==> src/rtl/hazard_scoreboard.sv <==
// In-flight instruction scoreboard beside fetch/decode: detects register RAW and
// data-memory conflicts against DEPTH tracked stages and generates control-shadow bubbles.

module hazard_entry_cmp #(
    parameter int REG_W  = 3,
    parameter int ADDR_W = 16
) (
    input  logic              e_vld,
    input  logic [REG_W-1:0]  e_rd,
    input  logic              e_rd_wr,
    input  logic              e_mem_en,
    input  logic              e_mem_wr,
    input  logic [ADDR_W-1:0] e_addr,
    input  logic [REG_W-1:0]  rs_idx,
    input  logic              rs_used,
    input  logic [REG_W-1:0]  rt_idx,
    input  logic              rt_used,
    input  logic              mem_wr,
    input  logic [ADDR_W-1:0] mem_addr,
    output logic              hit_rs,
    output logic              hit_rt,
    output logic              hit_mem
);
    logic wr_vld;

    assign wr_vld  = e_vld & e_rd_wr;
    assign hit_rs  = wr_vld & rs_used & (e_rd == rs_idx);
    assign hit_rt  = wr_vld & rt_used & (e_rd == rt_idx);
    // Load-load pairs never conflict: at least one side must be a store.
    assign hit_mem = e_vld & e_mem_en & (e_mem_wr | mem_wr) & (e_addr == mem_addr);
endmodule

module hazard_scoreboard #(
    parameter int NUM_REGS  = 8,
    parameter int DEPTH     = 4,
    parameter int ADDR_W    = 16,
    parameter bit FWD_EN    = 1'b0,
    parameter int BR_SHADOW = 1,
    localparam int REG_W    = (NUM_REGS > 1) ? $clog2(NUM_REGS) : 1
) (
    input  logic              clk,
    input  logic              rst_n,
    input  logic              issue_vld,
    input  logic [REG_W-1:0]  rs_idx,
    input  logic              rs_used,
    input  logic [REG_W-1:0]  rt_idx,
    input  logic              rt_used,
    input  logic [REG_W-1:0]  rd_idx,
    input  logic              rd_wr,
    input  logic              mem_en,
    input  logic              mem_wr,
    input  logic [ADDR_W-1:0] mem_addr,
    input  logic              is_ctl,
    input  logic              flush,
    output logic              pc_stall,
    output logic              bubble,
    output logic              haz_reg,
    output logic              haz_mem,
    output logic [2:0]        shadow_cnt
);
    localparam logic [2:0] SHADOW_LEN = 3'(BR_SHADOW);

    typedef struct packed {
        logic              vld;
        logic [REG_W-1:0]  rd;
        logic              rd_wr;
        logic              is_ld;
        logic              mem_en;
        logic              mem_wr;
        logic [ADDR_W-1:0] addr;
    } entry_t;

    entry_t             ent [DEPTH];
    entry_t             new_ent;
    logic [DEPTH-1:0]   hit_rs, hit_rt, hit_mem;
    logic               shadow, accept;

    for (genvar g = 0; g < DEPTH; g++) begin : g_cmp
        hazard_entry_cmp #(.REG_W(REG_W), .ADDR_W(ADDR_W)) u_cmp (
            .e_vld    (ent[g].vld),
            .e_rd     (ent[g].rd),
            .e_rd_wr  (ent[g].rd_wr),
            .e_mem_en (ent[g].mem_en),
            .e_mem_wr (ent[g].mem_wr),
            .e_addr   (ent[g].addr),
            .rs_idx   (rs_idx),
            .rs_used  (rs_used),
            .rt_idx   (rt_idx),
            .rt_used  (rt_used),
            .mem_wr   (mem_wr),
            .mem_addr (mem_addr),
            .hit_rs   (hit_rs[g]),
            .hit_rt   (hit_rt[g]),
            .hit_mem  (hit_mem[g])
        );
    end

    always_comb begin
        // With forwarding only a load in the youngest slot cannot be bypassed.
        if (FWD_EN)
            haz_reg = issue_vld & (hit_rs[0] | hit_rt[0]) & ent[0].is_ld;
        else
            haz_reg = issue_vld & (|(hit_rs | hit_rt));
        haz_mem  = issue_vld & mem_en & (|hit_mem);
        shadow   = (shadow_cnt != 3'd0);
        pc_stall = ~flush & (haz_reg | haz_mem);
        bubble   = ~flush & (haz_reg | haz_mem | shadow);
        accept   = issue_vld & ~flush & ~pc_stall & ~shadow;
    end

    always_comb begin
        new_ent        = '0;
        new_ent.vld    = 1'b1;
        new_ent.rd     = rd_idx;
        new_ent.rd_wr  = rd_wr;
        new_ent.is_ld  = mem_en & ~mem_wr & rd_wr;
        new_ent.mem_en = mem_en;
        new_ent.mem_wr = mem_wr;
        new_ent.addr   = mem_addr;
    end

    // The tracker never stalls: a held instruction lets older stages drain past it.
    always_ff @(posedge clk or negedge rst_n) begin
        if (!rst_n) begin
            for (int i = 0; i < DEPTH; i++) ent[i] <= '0;
        end else begin
            ent[0] <= accept ? new_ent : '0;
            for (int i = 1; i < DEPTH; i++) ent[i] <= ent[i-1];
        end
    end

    always_ff @(posedge clk or negedge rst_n) begin
        if (!rst_n)                shadow_cnt <= 3'd0;
        else if (flush)            shadow_cnt <= 3'd0;
        else if (accept && is_ctl) shadow_cnt <= SHADOW_LEN;
        else if (shadow)           shadow_cnt <= shadow_cnt - 3'd1;
    end
endmodule
==> config.mk <==
export PLATFORM = sky130hd
export DESIGN_NAME = hazard_scoreboard
export DESIGN_NICKNAME = d
export VERILOG_FILES = /design/src/rtl/hazard_scoreboard.sv
export SDC_FILE = /design/constraint.sdc
export NUM_CORES = 1
export LEC_CHECK = 0
export CORE_ASPECT_RATIO = 1.2
export CORE_MARGIN = 4
export CORE_UTILIZATION = 30
export DETAILED_ROUTE_END_ITERATION = 10
export PLACE_DENSITY_LB_ADDON = 0.05
export SYNTH_ARGS = -nofsm -noshare
export SYNTH_HDL_FRONTEND = slang
export SYNTH_SLANG_ARGS = --single-unit
==> constraint.sdc <==
create_clock -name clk -period 2.15 [get_ports clk]
set_clock_uncertainty 0.2 [all_clocks]
set_input_delay 0.3225 -clock clk [delete_from_list [all_inputs] [get_ports clk]]
set_output_delay 0.3225 -clock clk [all_outputs]
set_load 0.05 [all_outputs]
---- Word-level counts from Yosys, hierarchy flattened ----
Index checks and enable logic that the tools add are counted.
Widths: inputs -> output; s select.
storage, ports and cells
  flip-flop bits (word level) ............. 95
  output and inout port bits .............. 7
operators by class
  bitwise gates (word level) .............. 53
  equal/unequal tests ..................... 12
  reductions and logical operators ........ 5
  muxes and demuxes ....................... 4
  add/subtract/negate cells ............... 1
operator list
  kind                 count
  $eq 16x16->1         4
  $and 1x1->1          42
  $eq 3x3->1           8
  $mux 24              1
  $mux 3               3
  $reduce_or 4->1      2
  $or 1x1->1           6
  $reduce_bool 3->1    2
  $not 1->1            4
  $or 4x4->4           1
  $sub 3x1->3 const B  1
  $logic_and 1x1->1    1

---- Depth between registers and ports, before layout ----
Gate-level depths: netlist of the first run.
  depth in word-level cells ............... 14
  depth in mapped cells ................... 9

---- Cells and area by module ----
A second synthesis of the first run with hierarchy kept.
unflattened totals
  cells, all modules ...................... 276
  area total of the unflattened synthesis .. 3802.4 µm²
modules (own cells, without submodules)
  module             seq. area each (µm²)  area an instance (µm²)  cells an instance  instances
  hazard_scoreboard  2377.3                2751.4                  148                1
  hazard_entry_cmp   0.0                   262.8                   32                 4

---- Least setup slack after synthesis of the first run ----
No wires, ideal clock.
  path kind ............................... flip-flop to output port
  from .................................... reg shadow_cnt[0]
  to ...................................... out bubble
  slack ................................... -0.308 ns
  arrival ................................. 1.936 ns
  cell stages (with the launch flop) ...... 5
  cell sequence ........................... dfrtp_1 -> inv_1 -> ha_1 -> ha_1 -> o2bb2ai_1
between the ends
  longest elaborated chain between the ends .. 3
ends and longest elaborated chain
  what                      RTL line  text
  start: declaration        59        output logic [2:0] shadow_cnt
  start signal: assignment  136       else if (shadow) shadow_cnt <= shadow_cnt - 3'd1;
  $reduce_bool 3->1         105       shadow = (shadow_cnt != 3'd0);
  $or 1x1->1                107       bubble = ~flush & (haz_reg | haz_mem | shadow);
  $and 1x1->1               107
  end: declaration          56        output logic bubble,
Every way passes these cells.

---- Worst setup path in the final report of the first run ----
  from .................................... reg ent[82] in the netlist's numbering
  to ...................................... out pc_stall
between the ends
  longest elaborated chain between the ends .. 6
ends and longest elaborated chain
  what                RTL line  text
  start: declaration  73        entry_t ent [DEPTH];
  $eq 16x16->1        30        assign hit_mem = e_vld & e_mem_en & (e_mem_wr | mem_wr) & (e_addr == mem_addr);
  $and 1x1->1         30
  $reduce_or 4->1     104       haz_mem = issue_vld & mem_en & (|hit_mem);
  $and 1x1->1         104
  $or 1x1->1          106       pc_stall = ~flush & (haz_reg | haz_mem);
  $and 1x1->1         106
  end: declaration    55        output logic pc_stall,
Every way passes these cells.

==> results of run 1 <==
-- cells by family after synthesis --
group,Yosys count
XOR/XNOR,88
adder cells (fa/ha/maj),2
AND/OR/NAND/NOR,64
buffers and inverters,29
flip-flops,95
AO/OA/AOI/OAI,15
-- stage by stage --
step | setup TNS [ps] | worst slack [ps] | std cells | hold WS (ps) | total power, W
4_1_cts | -7820 | -668 | 527 | 178 | 0.00506
2_1_floorplan | -66.2 | -42.3 | 293 | -173 | 0.00276
3_3_place_gp | -25510 | -959 | 508 | 101 | 0.00315
6_report | -6580 | -650 | 527 | 175 | 0.00497
5_1_grt | -10660 | -787 | 527 | 176 | 0.00523
3_5_place_dp | -25020 | -942 | 508 | 98.8 | 0.00316
-- flip-flops by register name, summed over array words and instances (netlist names) --
register / count
shadow_cnt: 3
ent: 92
-- worst max-delay path, cell delays in order, from the launching register on --
cell and delay (ps):
dfrtp_1 410, xnor2_2 200, nand4_1 150, nor4_2 280, nand4_1 150, a41oi_2 280
nand2b_4 190, and2_4 150, buf_12 130
-- per-layer routing --
| layer | routed length, um | vias up | GRT usage [%] |
|---|---|---|---|
| met4 | 123 | 0 | 5.08 |
| met1 | 3720 | 1136 | 15.7 |
| met3 | 295 | 9 | 2.97 |
| met5 | 0 | - | 0 |
| met2 | 4170 | 37 | 19.9 |
| li1 | - | 1091 | - |
-- synth_stat cells --
cell type  count
o2111ai_1      4
a21oi_1        5
nand3_1        1
and2_4        19
inv_1          5
xnor2_1       88
nand2_1        4
clkbuf_2       6
dfrtp_1       95
or3_1          2
buf_6          5
o21ai_0        1
and2_1         5
o2bb2ai_1      1
nor4_1         4
o21a_1         1
nor4_2         1
and4b_4        1
o31ai_1        2
a41oi_2        1
nand2b_1       1
ha_1           2
buf_2         13
nor2b_1        2
nand4_1       24
-- area by class of cell --
type | instances | area, um^2 | area share (%)
Clock buffer | 13 | 250 | 4.81
Clock inverter | 3 | 90.1 | 1.73
Inverter | 5 | 18.8 | 0.361
Multi-Input combinational cell | 169 | 1550 | 29.8
Sequential cell | 95 | 2380 | 45.7
Tap cell | 164 | 205 | 3.94
Timing Repair Buffer | 78 | 712 | 13.7
-- worst max path at each step --
stage / startpoint / to / depth (start not counted)
after floorplan: mem_addr[10] / pc_stall / 8
after global placement: mem_addr[10] / pc_stall / 9
after detailed placement: mem_addr[2] / bubble / 9
after CTS: ent[62] / bubble / 9
after global routing: ent[82] / bubble / 8
final: ent[82] / pc_stall / 8
-- power by group --
part	internal (W)	switching [W]	total [W]	leakage, nW
registers	0.00201	0.000161	0.00217	1.30
logic	0.000504	0.000477	0.000982	0.792
clock network	0.00117	0.000645	0.00182	0.164
-- timing repair --
item,4_1_cts,5_1_grt
pin swaps,15,18
hold buffers,1,0
gates resized for setup,43,5
setup endpoints to repair,30,30
buffers inserted,2,1
hold endpoints to repair,28,0
==> flow_metrics.env, run 1 <==
export IMPL_status="finished with violations"
export IMPL_violations="negative setup slack"
export IMPL_synthMuxAreaShare_pct=0
export IMPL_critPathLaunchType="register"
export IMPL_hpwl_um=6270
export IMPL_nFillCells=1276
export IMPL_holdPathStages=0
export IMPL_fin_nets=395
export IMPL_clkTransAtPathRegs_ps=60
export IMPL_reg2reg_to="ent[73]"
export IMPL_ys_seq_elements=95
export IMPL_holdPathEnd="ent[40]"
export IMPL_r2r_cells=7
export IMPL_die_width_um=112
export IMPL_crit_required_ps=1630
export IMPL_worst_slack_ps=-650
export IMPL_io_pins=42
export IMPL_drt_pass1_iterations=4
export IMPL_maxCapViolCount=0
export IMPL_fin_crit_ps=2800
export IMPL_hold_class="register to register"
export IMPL_relSlewSlack_pct=65.7
export IMPL_syn2layout_area_growth_pct=33.2
export IMPL_setup_viol=30
export IMPL_n_antenna_cell=0
export IMPL_max_vdd_ir_drop_mv=0.505
export IMPL_placed_cell_area_um2=4720
export IMPL_fin_util_pct=40.9
export IMPL_clkSinkCount=95
export IMPL_finalInstanceArea_um2=5200
export IMPL_antenna_found_initial=0
export IMPL_worstMarginPinSlew_ps=513
export IMPL_hp_start="ent[64]"
export IMPL_numPortBuffers=41
export IMPL_rows=45
export IMPL_cts_max_level=3
export IMPL_die_y_um=133
export IMPL_initial_core_util_pct=30.7
export IMPL_routabilityCongestion=0.802
export IMPL_layout_common_cells="95 x dfrtp_1, 73 x xnor2_1, 34 x buf_4, 24 x nand4_1, 22 x dlygate4sd2_1"
export IMPL_syn_area_per_cell_um2=13.3
export IMPL_ys_types=25
export IMPL_grt_ovfl_total=0
export IMPL_finalHoldViolations=0
export IMPL_via_per_inst=4.31
export IMPL_period_share_pct=130
export IMPL_core_area_um2=12700
export IMPL_wl_per_cell_um=15.8
export IMPL_synth_compound_area_share_pct=2.88
export IMPL_synth_simple_area_share_pct=11.5
export IMPL_p_leak_nw=2.26
export IMPL_critical_path_max_fanout=3
export IMPL_numCtsBuffers=9
export IMPL_routed_via_count=2273
export IMPL_yosys_area_top_type="dfrtp_1"
export IMPL_synthAdderAreaFrac_pct=0.641
export IMPL_yosys_warnings=0
export IMPL_power_per_cell_area_nw_per_um2=954
export IMPL_ant_nets=0
export IMPL_worstSetupPathType="register to primary output"
export IMPL_reg2reg_setup_slack_ps=-210
export IMPL_seq_area_frac_synth_pct=60.9
export IMPL_synth_top_family_by_area="XOR/XNOR gates"
export IMPL_drt_total_wl_um=8310
export IMPL_netlist_instances=293
export IMPL_cts_tree="done"
export IMPL_synth_top_area_share_pct=60.9
export IMPL_synth_area_leaders="dfrtp_1 61%, xnor2_1 20%, and2_4 4.3%"
export IMPL_slew_violations=0
export IMPL_grt_pass1_wl_um=13800
export IMPL_die_area_um2=14900
export IMPL_syn_nets=330
export IMPL_synthXorXnorAreaFrac_pct=19.7
export IMPL_drcViolationCount=0
export IMPL_arrival_ps=2280
export IMPL_final_common_cell="dfrtp_1"
export IMPL_root_buffer="clkbuf_16"
export IMPL_syn_area_um2=3910
export IMPL_rsz0062_at_grt="yes"
export IMPL_regToRegStartpoint="ent[82]"
export IMPL_grt_usage_pct=12.3
export IMPL_fmax_ghz=0.357
export IMPL_drive_gt1_share_pct=28.4
export IMPL_grt_pass1_vias=2527
export IMPL_ctsLongestPathBuffers=2
export IMPL_worstSkewPairLatency_ps=340
export IMPL_drtIter0Drc=51
export IMPL_end_kind="primary output"
export IMPL_grt_max_degree=33
Power figures use the tool's default switching activity.
==> run 2, diff against run 1 <==
--- a/config.mk
+++ b/config.mk
@@ -6,7 +6,7 @@
 export NUM_CORES = 1
 export LEC_CHECK = 0
 export CORE_ASPECT_RATIO = 1.2
-export CORE_MARGIN = 4
+export CORE_MARGIN = 5
 export CORE_UTILIZATION = 30
 export DETAILED_ROUTE_END_ITERATION = 10
 export PLACE_DENSITY_LB_ADDON = 0.05
==> run 2 against run 1 <==
Net effect:
- the run still ends with negative setup slack left
- die area rose by 3.3%
- design area is 0.22% higher
- largest cell class unchanged
- total power fell by 5.4%
- largest power group unchanged
- wire length rose by 1.2%
- highest routed layer unchanged
- register-to-register slack hardly changed
==> flow_metrics.env, run 2 (synthesized netlist as in run 1, its figures left out) <==
export IMPL_status="finished with violations"
export IMPL_violations="negative setup slack"
export IMPL_drcViolationCount=0
export IMPL_syn2layout_area_growth_pct=33.5
export IMPL_numCtsBuffers=9
export IMPL_die_width_um=114
export IMPL_slew_violations=0
export IMPL_largest_reg_flops=92
export IMPL_fmax_ghz=0.356
export IMPL_finalHoldViolations=0
export IMPL_p_sw_share_pct=27.5
export IMPL_max_vdd_ir_drop_mv=0.357
export IMPL_worst_slack_ps=-657
export IMPL_relSlewSlack_pct=65.4
export IMPL_max_flop_register="ent"
export IMPL_ff_latch_area_um2=2380
export IMPL_ctsLongestPathBuffers=2
export IMPL_power_frac_comb_pct=20.9
export IMPL_root_buffer="clkbuf_16"
export IMPL_reg2reg_setup_slack_ps=-210
export IMPL_clkSinkCount=95
export IMPL_setup_tns_ps=-6430
export IMPL_grt_pass1_wl_um=13800
export IMPL_p_leak_nw=2.27
export IMPL_hpwl_um=6370
export IMPL_finalInstanceArea_um2=5220
export IMPL_layout_common_cells="94 x dfrtp_1, 70 x xnor2_1, 34 x buf_4, 24 x nand4_1, 21 x and2_4"
export IMPL_critical_path_max_fanout=3
export IMPL_crit_chain="xnor2_1, buf_4, nand4_1, nor4_2, nand4_1, a41oi_2, nand2b_4, o2bb2ai_4, buf_12"
export IMPL_p_clk_share_pct=32.9
export IMPL_worstSetupPathType="register to primary output"
export IMPL_final_common_cell="dfrtp_1"
export IMPL_arrival_ps=2280
export IMPL_end_kind="primary output"
export IMPL_cts_max_level=3
export IMPL_regToRegStartpoint="ent[58]"
export IMPL_drt_pass1_iterations=4
export IMPL_core_area_um2=12700
export IMPL_crit_path_max_incr_delay_ps=400
export IMPL_nFillCells=1244
export IMPL_fin_crit_ps=2810
export IMPL_routed_via_count=2280
export IMPL_clkTransAtPathRegs_ps=70
export IMPL_rsz0062_at_grt="yes"
export IMPL_wl_per_cell_um=15.9
export IMPL_grt_ovfl_total=0
export IMPL_r2r_cells=8
export IMPL_drtIter0Drc=67
export IMPL_grt_usage_pct=11.9
export IMPL_n_antenna_cell=0
export IMPL_maxCapViolCount=0
export IMPL_rows=45
export IMPL_die_y_um=135
export IMPL_p_sw_w=0.00129
export IMPL_via_per_inst=4.32
export IMPL_critPathLaunchType="register"
export IMPL_p_int_w=0.00341
export IMPL_reg2reg_to="ent[72]"
export IMPL_numPortBuffers=41
export IMPL_power_frac_seq_pct=46.2
export IMPL_period_share_pct=131
export IMPL_crit_slowest_cell="dfrtp_1"
export IMPL_cp_endpoint="bubble"
export IMPL_die_area_um2=15400
export IMPL_grt_pass1_vias=2528
export IMPL_ant_nets=0
export IMPL_worstSkewPairLatency_ps=340
export IMPL_power_per_cell_area_nw_per_um2=901
export IMPL_drt_total_wl_um=8400
export IMPL_crit_required_ps=1630
export IMPL_grt_max_degree=38
export IMPL_cts_tree="done"
export IMPL_io_pins=42
export IMPL_largestRegisters="ent: 92 flops, shadow_cnt: 3 flops"
export IMPL_critPathLaunch="ent[58]"
export IMPL_crit_path_frequent_cell="nand4_1"
export IMPL_placed_cell_area_um2=4720
export IMPL_initial_core_util_pct=30.7
export IMPL_fin_nets=396
export IMPL_setup_viol=30
export IMPL_antenna_found_initial=0
export IMPL_routabilityCongestion=0.738
export IMPL_worstMarginPinSlew_ps=519
export IMPL_drive_gt1_share_pct=31.6
export IMPL_multi_input_area_um2=1600
export IMPL_hold_class="primary input to register"
-- run 2: cell type report --
class	count	share of cell area, %
Multi-Input combinational cell	169	30.6
Sequential cell	95	45.6
Tap cell	164	3.93
Inverter	5	0.360
Clock buffer	13	5.18
Clock inverter	3	0.504
Timing Repair Buffer	79	13.8
-- run 2: metal layers --
layer / share of wire, % / global-route usage (%)
met5: 0 / 0
met1: 45 / 15.4
met2: 50 / 19.4
met4: 1.2 / 3.96
met3: 3.6 / 3.23
-- run 2: worst min-delay path by stage --
stage                 startpoint  cells after the start      end  slack [ps]
finish              mem_addr[11]                      2  ent[83]         130
global placement           rst_n                      1  ent[20]         140
floorplan                  rst_n                      0   ent[0]        -170
CTS                      ent[67]                      0  ent[43]         190
global route         mem_addr[3]                      2  ent[75]         140
detailed placement         rst_n                      1  ent[20]         140
-- run 2: repair_timing --
| action | in CTS | in global routing |
|---|---|---|
| endpoints found under the hold margin | 33 | 0 |
| resized for setup | 37 | 24 |
| setup endpoints to repair | 30 | 30 |
| pin swaps | 27 | 23 |
| hold buffers | 1 | 0 |
| gates cloned | 0 | 0 |
| buffers inserted | 2 | 1 |
-- run 2: critical path, delay by kind of cell (launching register included) --
kind / cells / cell delay [ps]
XOR/XNOR: 1 / 160
flip-flops: 1 / 400
AND/OR/NAND/NOR: 4 / 760
buffers and inverters: 2 / 290
AO/OA/AOI/OAI: 2 / 350
-- run 2: power groups by stage --
stage                     clock [W]  combinational [W]  sequential (W)
final                       0.00154           0.000984         0.00217
after global routing        0.00168            0.00108         0.00220
after CTS                   0.00161           0.000977         0.00217
after detailed placement          0           0.000958         0.00220
after global placement            0           0.000964         0.00219
after floorplan                   0           0.000528         0.00223
-- run 2: through the flow --
| step | worst slack [ps] | instances | hold WS [ps] | power (W) | utilization (%) |
|---|---|---|---|---|---|
| 2_1_floorplan | -42.3 | 293 | -173 | 0.00276 | - |
| 3_3_place_gp | -955 | 508 | 136 | 0.00315 | 37.1 |
| 4_1_cts | -743 | 527 | 186 | 0.00475 | 40.1 |
| 6_report | -657 | 528 | 135 | 0.00470 | 41.0 |
| 3_5_place_dp | -954 | 508 | 140 | 0.00316 | 37.1 |
| 5_1_grt | -773 | 528 | 140 | 0.00496 | 41.0 |
==> run 3, diff against run 2 <==
--- a/config.mk
+++ b/config.mk
@@ -10,6 +10,7 @@
 export CORE_UTILIZATION = 30
 export DETAILED_ROUTE_END_ITERATION = 10
 export PLACE_DENSITY_LB_ADDON = 0.05
+export SETUP_SLACK_MARGIN = 0.15
 export SYNTH_ARGS = -nofsm -noshare
 export SYNTH_HDL_FRONTEND = slang
 export SYNTH_SLANG_ARGS = --single-unit
==> run 3 against run 2 <==
Net effect:
- the run still ends with negative setup slack left
- hold slack improved by 41 ps
- cell count decreased by 0.19%
- first-iteration DRC count decreased by 33%
- largest cell class unchanged
- clock-buffer cell count unchanged
- register-to-register slack about the same
- clock power increased by 12%
- critical endpoint is now pc_stall
- die area unchanged
- wire length increased by 0.44%
- via count increased by 0.39%
- non-clock buffer count decreased by 1
- worst setup slack improved by 0.91 ps
==> flow_metrics.env, run 3 (synthesized netlist as in run 1, its figures left out) <==
export IMPL_grt_pass1_wl_um=13800
export IMPL_rows=45
export IMPL_root_buffer="clkbuf_16"
export IMPL_clkSinkCount=95
export IMPL_core_area_um2=12700
export IMPL_via_per_inst=4.34
export IMPL_power_per_cell_area_nw_per_um2=943
export IMPL_cts_max_level=3
export IMPL_largest_reg_flops=92
export IMPL_p_leak_nw=2.26
export IMPL_fin_crit_ps=2810
export IMPL_layout_common_cells="95 x dfrtp_1, 76 x xnor2_1, 35 x buf_4, 24 x nand4_1, 23 x dlygate4sd2_1"
export IMPL_path_buf_inv=3
export IMPL_relSlewSlack_pct=66.6
export IMPL_nFillCells=1248
export IMPL_drive_gt1_share_pct=27.5
export IMPL_maxCapViolCount=0
export IMPL_ant_nets=0
export IMPL_setup_viol=30
export IMPL_wl_per_cell_um=16.0
export IMPL_worstSkewPairLatency_ps=340
export IMPL_numPortBuffers=41
export IMPL_critical_path_max_fanout=4
export IMPL_crit_slowest_cell="dlygate4sd2_1"
export IMPL_ctsLongestPathBuffers=2
export IMPL_slew_violations=0
export IMPL_crit_required_ps=1630
export IMPL_crit_chain="dlygate4sd2_1, buf_4, xnor2_2, nand4_1, nor4_2, nand4_1, a41oi_2, nand2b_4, and2_4, buf_12"
export IMPL_grt_pass1_vias=2554
export IMPL_hold_class="register to register"
export IMPL_numCtsBuffers=9
export IMPL_max_vdd_ir_drop_mv=0.422
export IMPL_crit_family="simple AND/OR/NAND/NOR gates"
export IMPL_io_pins=42
export IMPL_end_kind="primary output"
export IMPL_cts_tree="done"
export IMPL_die_area_um2=15400
export IMPL_die_y_um=135
export IMPL_final_common_cell="dfrtp_1"
export IMPL_routabilityCongestion=0.790
export IMPL_drt_total_wl_um=8440
export IMPL_setup_tns_ps=-6320
export IMPL_fmax_ghz=0.356
export IMPL_hpwl_um=6360
export IMPL_worst_slack_ps=-656
export IMPL_grt_ovfl_total=0
export IMPL_crit_path_max_incr_delay_ps=300
export IMPL_initial_core_util_pct=30.7
export IMPL_die_width_um=114
export IMPL_finalHoldViolations=0
export IMPL_max_flop_register="ent"
export IMPL_fin_nets=395
export IMPL_status="finished with violations"
export IMPL_violations="negative setup slack"
export IMPL_worstMarginPinSlew_ps=503
export IMPL_syn2layout_area_growth_pct=32.0
export IMPL_ff_latch_area_um2=2380
export IMPL_grt_usage_pct=12.0
export IMPL_period_share_pct=131
export IMPL_rsz0062_at_grt="yes"
export IMPL_drt_pass1_iterations=4
export IMPL_clkTransAtPathRegs_ps=60
export IMPL_routed_via_count=2289
export IMPL_multi_input_area_um2=1520
export IMPL_drtIter0Drc=45
export IMPL_crit_path_frequent_cell="nand4_1"
export IMPL_holdWs_ps=176
export IMPL_worstSetupPathType="primary input to primary output"
export IMPL_arrival_ps=2280
export IMPL_drcViolationCount=0
export IMPL_critPathLaunchType="primary input"
export IMPL_n_antenna_cell=0
export IMPL_largestRegisters="ent: 92 flops, shadow_cnt: 3 flops"
export IMPL_grt_max_degree=32
export IMPL_antenna_found_initial=0
-- run 3: cell count changes in the layout (fill, tap and decap cells not counted), sizes merged --
cell           change
clkdlybuf4s50      -4
dlygate4sd2        +4
bufinv             +2
clkbuf             -2
clkinv             -2
buf                -1
clkdlybuf4s15      +1
dlymetal6s2s       +1
-- run 3: worst register-to-register path, stage by stage, from the launching register on --
cell,delay [ps]
dfrtp_1,380
xnor2_1,140
buf_4,130
nand4_1,110
nor4_1,280
nand4_1,160
a41oi_2,270
and4b_4,360
and2_1,210
-- run 3: final cells by class --
cell class | instances | share of cell area, %
inverter | 5 | 0.364
multi-input combinational | 169 | 29.4
clock buffer | 13 | 5.05
tap | 164 | 3.98
sequential | 95 | 46.1
timing repair buffer | 78 | 13.8
clock inverter | 3 | 1.26
-- run 3: path summary, 6_finish.rpt --
path                       slack [ps]  cells past startpoint       end   startpoint
setup reg to reg                 -200                      8   ent[74]       ent[4]
setup / recovery                 -660                     10  pc_stall  mem_addr[9]
min in group asynchronous         250                      2   ent[20]        rst_n
hold / removal                    180                      0   ent[17]      ent[41]
max in group asynchronous         860                      3   ent[95]        rst_n
hold reg to reg                   180                      0   ent[17]      ent[41]
-- run 3: report_power, final --
group	internal [W]	switching [W]	leakage, nW
sequential	0.00201	0.000151	1.30
combinational	0.000485	0.000482	0.801
clock	0.00108	0.000652	0.160
total	0.00358	0.00129	2.26
-- run 3: layer usage --
| metal | vias to the layer above | part of all wire, % | global-route usage (%) |
|---|---|---|---|
| li1 | 1091 | - | - |
| met1 | 1145 | 45 | 15.6 |
| met4 | 0 | 1.5 | 4.16 |
| met2 | 43 | 49 | 19.3 |
| met5 | - | 0 | 0 |
| met3 | 10 | 4.1 | 3.27 |
-- run 3: per-stage QoR --
stage | power [W] | area [um^2] | util [%] | worst slack (ps) | instances
floorplan | 0.00276 | 4020 | - | -42.3 | 293
global placement | 0.00316 | 4730 | 37.1 | -954 | 509
detailed placement | 0.00316 | 4730 | 37.1 | -956 | 509
CTS | 0.00493 | 5100 | 40.1 | -728 | 527
global route | 0.00511 | 5160 | 40.5 | -808 | 527
finish | 0.00486 | 5160 | 40.5 | -656 | 527
-- run 3: what timing repair did --
item	CTS	global route
gates resized for setup	37	10
pin swaps	22	8
hold buffers	1	0
setup buffers	1	0
endpoints found under the setup margin	33	30
endpoints found under the hold margin	27	0
